==> config.mk <==
export PLATFORM = sky130hd
export DESIGN_NAME = uart_tx
export DESIGN_NICKNAME = d
export VERILOG_FILES = /design/src/rtl/uart_tx.sv
export SDC_FILE = /design/constraint.sdc
export NUM_CORES = 1
export LEC_CHECK = 0
export ABC_AREA = 1
export CORE_MARGIN = 8
export CORE_UTILIZATION = 45
export DETAILED_ROUTE_END_ITERATION = 10
export PLACE_DENSITY = 0.66
export SYNTH_ARGS = -nofsm -noshare
export SYNTH_HDL_FRONTEND = slang
export SYNTH_SLANG_ARGS = --single-unit
==> constraint.sdc <==
create_clock -name clk -period 4.2 [get_ports clk]
set_input_delay 0.84 -clock clk [delete_from_list [all_inputs] [get_ports clk]]
set_output_delay 0.84 -clock clk [all_outputs]
set_load 0.01 [all_outputs]
==> src/rtl/uart_tx.sv <==
// Serial UART transmitter: one word per valid/ready handshake, framed as
// start, LSB-first data, even parity, then one or two stop bits.
module uart_tx #(
    parameter int unsigned DATA_SIZE    = 8,
    parameter int unsigned STOP_BITS    = 2,
    parameter int unsigned SYS_CLK_FREQ = 50000000,
    parameter int unsigned BAUD_RATE    = 9600,
    parameter int unsigned CLKS_PER_BIT = SYS_CLK_FREQ / BAUD_RATE
) (
    input  logic                 clk,
    input  logic                 rst,
    input  logic [DATA_SIZE-1:0] tx_data,
    input  logic                 tx_valid,
    output logic                 tx_ready,
    output logic                 data_tx,
    output logic                 tx_busy,
    output logic                 frame_done
);

    localparam int unsigned BAUD_W = 16;
    localparam int unsigned BIT_W  = $clog2(DATA_SIZE);
    localparam int unsigned STOP_W = 1;

    typedef enum logic [2:0] {
        IDLE,
        START,
        DATA,
        PARITY,
        STOP
    } state_e;

    state_e               state_q, state_d;
    logic [BAUD_W-1:0]    baud_q, baud_d;
    logic [BIT_W-1:0]     bit_cnt_q, bit_cnt_d;
    logic [STOP_W-1:0]    stop_cnt_q, stop_cnt_d;
    logic [DATA_SIZE-1:0] shift_q, shift_d;
    logic                 parity_q, parity_d;
    logic                 tx_ready_q, tx_ready_d;
    logic                 data_tx_q, data_tx_d;
    logic                 tx_busy_q, tx_busy_d;
    logic                 frame_done_q, frame_done_d;

    logic                 baud_tick_c;
    logic                 handshake_c;

    assign baud_tick_c = (baud_q == BAUD_W'(CLKS_PER_BIT - 1));
    assign handshake_c = tx_valid && tx_ready_q;

    // Next-state and registered-output logic
    always_comb begin
        state_d      = state_q;
        baud_d       = baud_q;
        bit_cnt_d    = bit_cnt_q;
        stop_cnt_d   = stop_cnt_q;
        shift_d      = shift_q;
        parity_d     = parity_q;
        tx_ready_d   = tx_ready_q;
        data_tx_d    = data_tx_q;
        tx_busy_d    = tx_busy_q;
        frame_done_d = 1'b0;

        // Bit timer runs only while a frame is in flight; restarted by each handshake
        if (state_q != IDLE) begin
            baud_d = baud_tick_c ? '0 : baud_q + BAUD_W'(1);
        end

        unique case (state_q)
            IDLE: begin
                tx_ready_d = 1'b1;
                data_tx_d  = 1'b1;
                if (handshake_c) begin
                    shift_d    = tx_data;
                    parity_d   = ^tx_data;
                    tx_ready_d = 1'b0;
                    tx_busy_d  = 1'b1;
                    data_tx_d  = 1'b0;
                    baud_d     = '0;
                    state_d    = START;
                end
            end
            START: begin
                if (baud_tick_c) begin
                    data_tx_d = shift_q[0];
                    bit_cnt_d = '0;
                    state_d   = DATA;
                end
            end
            DATA: begin
                if (baud_tick_c) begin
                    if (bit_cnt_q == BIT_W'(DATA_SIZE - 1)) begin
                        data_tx_d = parity_q;
                        state_d   = PARITY;
                    end else begin
                        shift_d   = shift_q >> 1;
                        data_tx_d = shift_q[1];
                        bit_cnt_d = bit_cnt_q + BIT_W'(1);
                    end
                end
            end
            PARITY: begin
                if (baud_tick_c) begin
                    data_tx_d  = 1'b1;
                    stop_cnt_d = '0;
                    state_d    = STOP;
                end
            end
            STOP: begin
                if (baud_tick_c) begin
                    if (stop_cnt_q == STOP_W'(STOP_BITS - 1)) begin
                        state_d      = IDLE;
                        tx_busy_d    = 1'b0;
                        tx_ready_d   = 1'b1;
                        frame_done_d = 1'b1;
                    end else begin
                        stop_cnt_d = stop_cnt_q + STOP_W'(1);
                    end
                end
            end
            default: begin
                state_d   = IDLE;
                data_tx_d = 1'b1;
            end
        endcase
    end

    always_ff @(posedge clk or negedge rst) begin
        if (!rst) begin
            state_q      <= IDLE;
            baud_q       <= '0;
            bit_cnt_q    <= '0;
            stop_cnt_q   <= '0;
            shift_q      <= '0;
            parity_q     <= 1'b0;
            tx_ready_q   <= 1'b0;
            data_tx_q    <= 1'b1;
            tx_busy_q    <= 1'b0;
            frame_done_q <= 1'b0;
        end else begin
            state_q      <= state_d;
            baud_q       <= baud_d;
            bit_cnt_q    <= bit_cnt_d;
            stop_cnt_q   <= stop_cnt_d;
            shift_q      <= shift_d;
            parity_q     <= parity_d;
            tx_ready_q   <= tx_ready_d;
            data_tx_q    <= data_tx_d;
            tx_busy_q    <= tx_busy_d;
            frame_done_q <= frame_done_d;
        end
    end

    assign tx_ready   = tx_ready_q;
    assign data_tx    = data_tx_q;
    assign tx_busy    = tx_busy_q;
    assign frame_done = frame_done_q;

endmodule

; Yosys cells after proc, flatten, opt, wreduce, memory -nomap -nowiden
; Cells that the tools add are included.
[word_totals]
register_bits = 36
inputBits = 11
output_inout_bits = 4
[classes]
add_sub_neg = 3
n_eq_ne = 14
n_mux = 40
bitwise_logic = 1
reduce_logical = 16
[ops]
columns = operator, n
row1 = $mux W16, 4
row2 = $mux W3, 10
row3 = $mux W8, 3
row4 = $add A16 B1 Y16 const B, 1
row5 = $eq A16 B13 Y1 const B, 1
row6 = $mux W1, 16
row7 = $ne A2 B2 Y1 const B, 8
row8 = $pmux W8 S2, 1
row9 = $reduce_and A4 Y1, 4
row10 = $pmux W3 S5, 1
row11 = $reduce_bool A2 Y1, 4
row12 = $reduce_xor A8 Y1, 1
row13 = $reduce_and A7 Y1, 1
row14 = $eq A3 B2 Y1 const B, 2
row15 = $eq A3 B3 Y1 const B, 2
row16 = $pmux W1 S2, 3
row17 = $pmux W3 S2, 1
row18 = $reduce_and A3 Y1, 2
row19 = $pmux W1 S5, 1
row20 = $add A3 B1 Y3 const B, 1
row21 = $eq A3 B1 Y1 const B, 1
row22 = $logic_not A3 Y1, 1
row23 = $reduce_bool A3 Y1, 1
row24 = $reduce_and A2 Y1, 1
row25 = 3 further kinds, 3

; Logic depth before layout (Yosys ltp)
; Gate-level depths: netlist (run 1).
[depth]
depth_word = 5
depth_mapped = 11
mapped_depth_nobuf = 11

; Worst setup path after synthesis (run 1)
; OpenSTA, ideal clock, no wires.
[synth_path]
path_kind = input-to-reg
start = input port tx_valid
end = register data_tx_q, in the netlist data_tx
t_arrival_ns = 1.543
slack_ns = 2.585
path_stages = 8
path_buffers = 1
path_cell_list = nand2_1 inv_1 nor2_4 inv_2 buf_2 o21ai_1 nor2_1 o21ai_1
[synth_between]
elab_chain_cells = 3
[synth_rtl]
columns = item, line
row1 = from (decl), 13  ; input logic tx_valid,
row2 = $logic_and A1 B1 Y1, 47  ; assign handshake_c = tx_valid && tx_ready_q;
row3 = $mux W1, 71  ; if (handshake_c) begin
row4 = $pmux W1 S5, 67  ; unique case (state_q)
row5 = to (signal assigned), 146  ; data_tx_q <= data_tx_d;
row6 = to (decl), 39  ; logic data_tx_q, data_tx_d;
; No other way between the ends.
; A chain may end at the register's enable or synchronous reset.

; Worst setup path in the final report (run 1)
[layout_path]
start = register data_tx_q, in the netlist data_tx
end = output port data_tx
[layout_lines]
columns = item, line
row1 = to (decl), 15  ; output logic data_tx,
; No word-level cell between the ends.

==> results of run 1 <==
[per-stage QoR]
stage | hold WS [ns] | worst slack, ns
after floorplan | 0.4412 | 2.585
after global placement | 0.4628 | 2.059
after detailed placement | 0.4630 | 2.018
after CTS | 0.4744 | 1.992
after global routing | 0.5056 | 1.976
final | 0.4704 | 2.010
[per-layer routing]
metal	wire, µm	up-vias
li1	-	914
met1	2130	820
met2	1910	50
met3	283	5
met4	45	0
met5	0	-
[layout make-up]
class / instances / area [µm²] / area share
inverters: 34 / 127.6 / 0.05357
clock buffers: 5 / 68.82 / 0.02889
well taps: 52 / 65.06 / 0.02731
flip-flops and latches: 36 / 902.1 / 0.3787
clock inverters: 3 / 42.54 / 0.01786
repair buffers: 14 / 135.1 / 0.05672
multi-input cells: 202 / 1041 / 0.4370
[cell families after synthesis]
group | count (synthesis)
DFF | 36
xor gates and xnor gates | 11
muxes | 6
AOI/OAI and AO/OA | 33
buffers and inverters | 36
and+or+nand+nor | 149
adders and majority gates | 3
[registers in the layout, indices dropped and copies added (netlist names)]
name and count:
frame_done 1, baud_q 16, bit_cnt_q 3, state_q 3, tx_busy 1, data_tx 1
stop_cnt_q 1, tx_ready 1, parity_q 1, shift_q 8
[cell usage in the layout (no fill, tap or decap), drive strengths merged, types with 3 or more instances in the layout]
cell,instances
o21ai,24
clkbuf,5
inv,34
xor2,4
xnor2,7
nand3,23
clkdlybuf4s50,13
nor2,29
nand4,3
ha,3
dfrtp,35
nand2,87
o22ai,3
mux2i,6
a21oi,4
nor3,5
[power breakdown]
part	switching (mW)	leakage [nW]	internal, mW
sequential	0.0942	0.468	0.457
clock	0.133	0.0541	0.176
combinational	0.371	0.664	0.209
[path summary, 6_finish.rpt]
check,slack [ns],end,cells past startpoint
setup / recovery,2.01,data_tx,1
hold / removal,0.47,data_tx,2
setup reg to reg,2.42,baud_q[14],10
hold reg to reg,0.47,data_tx,2
max in group asynchronous,3.07,bit_cnt_q[0],1
min in group asynchronous,0.63,baud_q[12],1
==> impl_results.md, run 1 <==
* Outcome: completed
* Hold-fix buffers, CTS at 0
* M3 GR Usage at 0.03809
* Initial Utilization at 0.4728
* Vias in the first global route at around 1700
* Synth unique cells at 28
* Async set-reset flop share out of synthesis at 1.000
* Final Core Density at 0.5397
* HPWL after detailed placement at 3256 µm
* Design Power at 1.439 mW
* Crit-path slowest cell: dfstp_2
* Leading post-synthesis cells by cell area: dfrtp_1 42%, nand2_1 15%, nand3_1 5.5%
* # setup viols final at 0
* Synth Cell Area at about 2100 µm²
* Post-synth top area share at 0.4197
* Relative slew slack at 0.4702
* Final worst-path cycle share at 0.5214
* Max frequency at 456.6 MHz
* ANT cells at 0
* Crit-path max cell delay at about 0.53 ns
* CORE AREA at roughly 4400 µm²
* Mapped Nets at about 290
* Chip width at approximately 84 µm
* Crit-path leading delay family: flip-flops
* Final slew viol count at 0
* Total negative slack at 0 ns
* Maxcap violations at 0
* Setup Fix Bufs, Post-CTS at 0
* Crit path from: data_tx
* Yosys top cell by area: dfrtp_1
* DP Area at between 2000 and 2500 µm²
* Final hold violations at 0
* Clock skew at roughly 0.009 ns
* Worst Setup End Kind: output port
* Post-Synth XOR/XNOR Area at 0.04616
* Count leader, synth: nand2_1
* Syn Area/Cell at around 7.6 µm²
* Main combinational cell family by area after synthesis: simple AND/OR/NAND/NOR gates
* Resize count post-CTS at 0
* Vias per cell at slightly above 5
* DRC errors left at 0
* Simple-gate share of the synthesized area at 0.3195
* Cell Rows at 24
* Yosys warnings at 0
* PortBufs at 14
* Clk buf depth at 2
* Critical path launch point type: flip-flop
* GR Util met2 at 0.1964
* Vias at around 1800
* Crit path max fanout at 2
* Hold Crit Start: data_tx
* Ys flop type: dfrtp_1
* Worst-Skew Late Latency at a little under 0.3 ns
* Sink Count at 36
* Initial DRT Pass Iterations at 4
* Largest net degree at the start of global routing at 37
* Io pins at 15
* Yosys reg bits at 36
* Grt met1 use at 0.1800
* Post-Synth Adder-Cell Area at 0.01799
* Worst Path Buf+Inv at 1
* Die Y at ~84 µm
* DP Cell Count at 338
* Antenna violations before repair at 0
* Worst Tran Pin Value at a little under 0.8 ns
* Pwr Density at 604.2 nW/µm²
* CTS tree: yes
* Compound-Gate Fraction of Synth Area at 0.08633
* Hold Crit Class: reg2reg
* Root buffer cell: clkbuf_8
* Layout cells sized above 1 at 0.08844
* Min Tclk post-route at roughly 2.2 ns
* Leak at between 1 and 1.5 nW
* RSZ-0062 raised after global routing: false
* Layout net count at a little over 300
* Worst r2r src: baud_q[0]
* Drt wl/cell at 12.63 µm
* TritonCTS Buffers at 5
* DR iter-0 viols at 103
* Area growth, synth to finish at 14.15%
* Post-synthesis mux area share at 0.02878
* Fill cell count at around 440
* Gate Count Post-Synth at ~270
* GPL Wtd Cong at 0.8327
* Sequential share of the synthesized area at 0.4323
* Die area at slightly above 7000 µm²
* Arr. time, crit path at ~1.4 ns
* All-layer global routing usage at 0.1334
* WS Path Type: reg2out
* Clk slew on worst S/H paths at roughly 0.070 ns
* Post-synth EDFFs at 0
* Post-route ant nets at 0
* CP cell instances: clkdlybuf4s50_1
* H-tree level count at 2
* Total grt overflow at 0
* Synth cell count leaders: 82 x nand2_1, 35 x dfrtp_1, 30 x inv_1
* Peak supply drop at around 280 µV
* Gr busiest metal: met2
* CP required at 3.36 ns
* First-pass GRT wire length at between 7000 and 8000 µm
* Cell area after layout at about 2400 µm²
* Final Non-Filler Cells at 346
* Final WL at between 4000 and 5000 µm
Power figures use the tool's default switching activity.
==> run 2: changes to the inputs <==
--- a/config.mk
+++ b/config.mk
@@ -9,7 +9,7 @@
 export CORE_MARGIN = 8
 export CORE_UTILIZATION = 45
 export DETAILED_ROUTE_END_ITERATION = 10
-export PLACE_DENSITY = 0.66
+export PLACE_DENSITY = 0.68
 export SYNTH_ARGS = -nofsm -noshare
 export SYNTH_HDL_FRONTEND = slang
 export SYNTH_SLANG_ARGS = --single-unit
==> constraint.sdc (replaced) <==
create_clock -name clk -period 1.75 [get_ports clk]
set_input_delay 0.35 -clock clk [delete_from_list [all_inputs] [get_ports clk]]
set_output_delay 0.35 -clock clk [all_outputs]
set_load 0.01 [all_outputs]
==> impl_results.md, run 2 (synthesis gave the netlist of run 1 again) <==
* Clock share of power at 0.180 (was 0.215)
* Total negative slack at 0 ns (unchanged)
* Reg2Reg Capture Point: bit_cnt_q[1] (was baud_q[14])
* Layout cells sized above 1 at 0.1325 (was 0.08844)
* Drt wl/cell at 12.47 µm (was 12.63 µm)
* Relative slew slack at 0.7247 (was 0.4702)
* ANT cells at 0 (unchanged)
* RSZ-0062 raised after global routing: false (unchanged)
* Peak supply drop at 662.6 µV (was 275.6 µV)
* Root buffer cell: clkbuf_8 (unchanged)
* Arr. time, crit path at 1.34 ns (was 1.35 ns)
* Switching share of power at 0.4214 (was 0.4156)
* Largest register FFs at 16 (unchanged)
* Clk slew on worst S/H paths at 0.07 ns (about the same)
* Max frequency at between 500 and 600 MHz
* TritonCTS Buffers at 5 (unchanged)
* Cell area after layout at 2504 µm² (was 2382 µm²)
* Worst Setup End Kind: output port (unchanged)
* Leak at 1.241 nW (was 1.186 nW)
* Critical path launch point type: flip-flop (unchanged)
* HPWL after detailed placement at 3217 µm (was 3256 µm)
* Commonest non-fill, non-tap cells in the layout: 78 x nand2_1, 35 x dfrtp_1, 29 x inv_1, 25 x nor2_1, 22 x nand3_1 (was 82 x nand2_1, 35 x dfrtp_1, 30 x inv_1, 25 x nor2_1, 23 x nand3_1)
* WS Path Type: reg2out (unchanged)
* Biggest regs: baud_q: 16 flops, shift_q: 8 flops (unchanged)
* WP depth at 1 (unchanged)
* Crit-path slowest cell: dfstp_2 (unchanged)
* PortBufs at 14 (unchanged)
* Layout net count at 316 (was 307)
* R2R setup slack at 0.16 ns (was 2.42 ns)
* All-layer global routing usage at 0.1274 (was 0.1334)
* Final hold violations at 0 (unchanged)
* GPL Wtd Cong at 0.8655 (was 0.8327)
* Comb power frac at 0.453 (was 0.403)
* Worst Tran Pin Value at 0.4098 ns (was 0.7947 ns)
* DRC errors left at 0 (unchanged)
* Final worst-path cycle share at 0.9679
* Initial Utilization at 0.4728 (unchanged)
* Largest net degree at the start of global routing at 22 (was 37)
* CP cell instances: clkdlybuf4s50_1 (unchanged)
* Crit-path leading delay family: flip-flops (unchanged)
* Sink Count at 36 (unchanged)
* # setup viols final at 0 (unchanged)
* CTS tree: yes (unchanged)
* FF-to-FF path depth at 9 (was 10)
* Vias at 1786 (was 1789)
* Area growth, synth to finish at 19.96% (was 14.15%)
* Worst Path Buf+Inv at 1 (unchanged)
* Total grt overflow at 0 (unchanged)
* Top reg by flops: baud_q (unchanged)
* Die area at 7073 µm² (unchanged)
* H-tree level count at 2 (unchanged)
* Cell Rows at 24 (unchanged)
* Antenna violations before repair at 0 (unchanged)
* DP Area at 2341 µm² (was 2271 µm²)
* Final WL at 4415 µm (was 4369 µm)
* Min Tclk post-route at around 1.7 ns
* Crit path from: data_tx (unchanged)
* Most common cell after layout, fill and taps aside: nand2_1 (unchanged)
* Worst r2r src: bit_cnt_q[0] (was baud_q[0])
* DR iter-0 viols at 77 (was 103)
* Outcome: completed (unchanged)
* Crit path max fanout at 2 (unchanged)
* Vias in the first global route at 1676 (was 1673)
* Sequential share of power at 0.367 (was 0.383)
* CORE AREA at 4414 µm² (unchanged)
* Clock skew at 0.006535 ns (was 0.008985 ns)
* Io pins at 15 (unchanged)
* Pwr Density at 1432 nW/µm² (was 604.2 nW/µm²)
* Crit path to: data_tx (unchanged)
* Switch Pwr at 1.511 mW (was 0.5982 mW)
* Worst-Skew Late Latency at 0.29 ns (about the same)
* Vias per cell at 5.045 (was 5.171)
* Power Internal at 2.075 mW (was 0.8412 mW)
* Chip width at 84.10 µm (unchanged)
* First-pass GRT wire length at 7562 µm (was 7776 µm)
* Initial DRT Pass Iterations at 4 (unchanged)
* Crit-path max cell delay at 0.53 ns (about the same)
* Die Y at 84.10 µm (unchanged)
* Hold Crit Depth at 2 (unchanged)
* Fill cell count at 428 (was 439)
* Final slew viol count at 0 (unchanged)
* Hold Crit Class: reg2reg (unchanged)
* Final Core Density at 0.5672 (was 0.5397)
* Design Power at 3.586 mW (was 1.439 mW)
* CP required at 1.40 ns (was 3.36 ns)
* Post-route ant nets at 0 (unchanged)
* Clk buf depth at 2 (unchanged)
* Maxcap violations at 0 (unchanged)
==> run 2: cell types whose count changed in the layout (fill, tap and decap cells not counted), sizes merged <==
cell         delta
clkinvlp        -1
dlygate4sd3     +1
nand2           +1
bufinv          -1
clkinv          -1
buf             +7
clkbuf          +2
==> run 2: timing repair <==
| action | CTS | global route |
|---|---|---|
| buffers inserted | 0 | 1 |
| hold buffers | 1 | 0 |
| pin swaps | 0 | 4 |
| endpoints found under the hold margin | 6 | 0 |
| setup endpoints to repair | 4 | 19 |
| resized for setup | 1 | 12 |
| cloned | 0 | 1 |
==> run 2: how the worst min path moves through the flow <==
| stage | start | end | slack [ns] |
|---|---|---|---|
| final | data_tx | data_tx | 0.47 |
| after global routing | data_tx | data_tx | 0.50 |
| after CTS | data_tx | data_tx | 0.48 |
| after detailed placement | rst | baud_q[9] | 0.31 |
| after global placement | rst | baud_q[14] | 0.30 |
| after floorplan | rst | baud_q[0] | 0.05 |
==> run 2: layout make-up <==
| cell class | instances | area (µm²) | area share |
|---|---|---|---|
| clock buffers | 7 | 96.34 | 0.03848 |
| well taps | 52 | 65.06 | 0.02599 |
| inverters | 34 | 127.6 | 0.05097 |
| multi-input cells | 203 | 1090 | 0.4353 |
| flip-flops and latches | 36 | 902.1 | 0.3603 |
| repair buffers | 22 | 222.7 | 0.08896 |
==> run 2: per-stage QoR <==
| step | hold slack [ns] | setup WS, ns | instances |
|---|---|---|---|
| after global placement | 0.3037 | -0.005864 | 344 |
| after CTS | 0.4777 | 0.03161 | 352 |
| after detailed placement | 0.3081 | -0.006439 | 344 |
| after floorplan | 0.05441 | 0.2422 | 274 |
| final | 0.4722 | 0.05621 | 354 |
| after global routing | 0.5002 | 0.01072 | 354 |
==> run 2: power groups by stage <==
| stage | combinational [mW] | clock, mW | sequential [mW] |
|---|---|---|---|
| after floorplan | 1.10 | 0 | 1.29 |
| after global placement | 1.49 | 0 | 1.32 |
| after detailed placement | 1.51 | 0 | 1.33 |
| after CTS | 1.52 | 0.659 | 1.31 |
| after global routing | 1.85 | 0.678 | 1.36 |
| final | 1.63 | 0.644 | 1.32 |
==> run 2: metal layers <==
layer | routed length (µm) | GRT usage
met1 | 2308 | 0.1720
met2 | 1889 | 0.1950
met3 | 162 | 0.03125
met4 | 55 | 0.03768
met5 | 0 | 0
==> run 3: changes to the inputs <==
--- a/config.mk
+++ b/config.mk
@@ -10,6 +10,7 @@
 export CORE_UTILIZATION = 45
 export DETAILED_ROUTE_END_ITERATION = 10
 export PLACE_DENSITY = 0.68
+export SKIP_CTS_REPAIR_TIMING = 1
 export SYNTH_ARGS = -nofsm -noshare
 export SYNTH_HDL_FRONTEND = slang
 export SYNTH_SLANG_ARGS = --single-unit
==> impl_results.md, run 3 (synthesis gave the netlist of run 1 again) <==
* Outcome: complete, but fails checks (was completed)
* Failing checks: hold timing
* Largest register FFs at 16 (unchanged)
* DRC errors left at 0 (unchanged)
* Drt wl/cell at 12.50 µm (was 12.47 µm)
* Pwr Density at 1439 nW/µm² (was 1432 nW/µm²)
* Crit path from: data_tx (unchanged)
* Worst r2r src: bit_cnt_q[0] (unchanged)
* Final hold violations at 15 (was 0)
* HPWL after detailed placement at 3217 µm (unchanged)
* CORE AREA at 4414 µm² (unchanged)
* Vias at 1788 (was 1786)
* Relative slew slack at 0.7255 (was 0.7247)
* DP Cell Count at 344 (unchanged)
* FF-to-FF path depth at 9 (unchanged)
* Arr. time, crit path at 1.35 ns (was 1.34 ns)
* H-tree level count at 2 (unchanged)
* CTS tree: yes (unchanged)
* Hold Slack at -0.02096 ns (was 0.4722 ns)
* Io pins at 15 (unchanged)
* Final worst-path cycle share at 0.9687 (was 0.9679)
* Post-route ant nets at 0 (unchanged)
* Crit-path max cell delay at 0.53 ns (about the same)
* PortBufs at 14 (unchanged)
* Worst Setup End Kind: output port (unchanged)
* Worst Path Buf+Inv at 1 (unchanged)
* Crit-path slowest cell: dfstp_2 (unchanged)
* First-pass GRT wire length at 7507 µm (was 7562 µm)
* Die area at 7073 µm² (unchanged)
* Initial Utilization at 0.4728 (unchanged)
* Final Core Density at 0.5649 (was 0.5672)
* Max frequency at 589.9 MHz (was 590.4 MHz)
* Crit path max fanout at 2 (unchanged)
* WP depth at 1 (unchanged)
* CP required at 1.40 ns (about the same)
* Largest net degree at the start of global routing at 22 (unchanged)
* Final slew viol count at 0 (unchanged)
* Final Non-Filler Cells at 353 (was 354)
* Min Tclk post-route at 1.695 ns (was 1.694 ns)
* Layout net count at 315 (was 316)
* Critical path launch point type: flip-flop (unchanged)
* DR iter-0 viols at 75 (was 77)
* # setup viols final at 0 (unchanged)
* Crit-path leading delay family: flip-flops (unchanged)
* Clock skew at 0.006516 ns (was 0.006535 ns)
* Pre-CTS setup slack at -0.006439 ns (unchanged)
* Clk buf depth at 2 (unchanged)
* Reg2Reg Capture Point: bit_cnt_q[1] (unchanged)
* Sink Count at 36 (unchanged)
* WS Path Type: reg2out (unchanged)
* Chip width at 84.10 µm (unchanged)
* Worst Tran Pin Value at 0.4086 ns (was 0.4098 ns)
* RSZ-0062 raised after global routing: false (unchanged)
* Initial DRT Pass Iterations at 4 (unchanged)
* TritonCTS Buffers at 5 (unchanged)
* Vias per cell at 5.065 (was 5.045)
* R2R setup slack at 0.16 ns (about the same)
* CP cell instances: clkdlybuf4s50_1 (unchanged)
* Crit path to: data_tx (unchanged)
* Most common cell after layout, fill and taps aside: nand2_1 (unchanged)
* GPL Wtd Cong at 0.8655 (unchanged)
* Root buffer cell: clkbuf_8 (unchanged)
* Maxcap violations at 0 (unchanged)
* Antenna violations before repair at 0 (unchanged)
* Cell Rows at 24 (unchanged)
* Commonest non-fill, non-tap cells in the layout: 78 x nand2_1, 35 x dfrtp_1, 29 x inv_1, 25 x nor2_1, 22 x nand3_1 (unchanged)
* ANT cells at 0 (unchanged)
* Vias in the first global route at 1661 (was 1676)
* Setup WS post-layout at 0.05482 ns (was 0.05621 ns)
* Worst-Skew Late Latency at 0.29 ns (about the same)
* Peak supply drop at 662.7 µV (was 662.6 µV)
* Total grt overflow at 0 (unchanged)
* Biggest regs: baud_q: 16 flops, shift_q: 8 flops (unchanged)
* Die Y at 84.10 µm (unchanged)
* Hold Crit Class: in2async (was reg2reg)
* Design Power at 3.589 mW (was 3.586 mW)
* Area growth, synth to finish at 19.48% (was 19.96%)
* Clk slew on worst S/H paths at 0.07 ns (about the same)
* Final WL at 4413 µm (was 4415 µm)
* Layout cells sized above 1 at 0.1329 (was 0.1325)
* All-layer global routing usage at 0.1266 (was 0.1274)
* Top reg by flops: baud_q (unchanged)
* Leak at 1.237 nW (was 1.241 nW)
[run 3: changes by cell type in the layout (fill, tap and decap cells not counted), sizes merged]
cell         before  now
dlygate4sd3       1    0
[run 3: power by group]
group | switching (mW) | internal, mW
Clock | 0.297 | 0.351
Sequential | 0.221 | 1.10
Combinational | 0.997 | 0.625
[run 3: layout make-up]
cell class	instances	area (µm²)
Clock buffer	7	96.34
Sequential cell	36	902.1
Tap cell	52	65.06
Fill cell	432	1921
Multi-Input combinational cell	203	1090
Timing Repair Buffer	21	212.7
Inverter	34	127.6
[run 3: metal layers]
metal,routed length (µm),GRT usage
met1,2291,0.1702
met2,1923,0.1943
met3,149,0.03125
met4,48,0.03768
met5,0,0
[run 3: worst min path at each step]
stage                             to  depth (start not counted)  slack [ns]  start
after CTS                  baud_q[9]                          1      -0.002    rst
after detailed placement   baud_q[9]                          1        0.31    rst
final                     baud_q[14]                          1       -0.02    rst
after global routing       baud_q[4]                          1       0.007    rst
after floorplan            baud_q[0]                          0        0.05    rst
after global placement    baud_q[14]                          1        0.30    rst
[run 3: metrics by stage]
step | instance area [µm²] | setup TNS, ns
after floorplan | 2087 | 0
after detailed placement | 2341 | -0.009978
final | 2494 | 0
after global placement | 2341 | -0.005864
after global routing | 2494 | 0
after CTS | 2437 | -0.1845
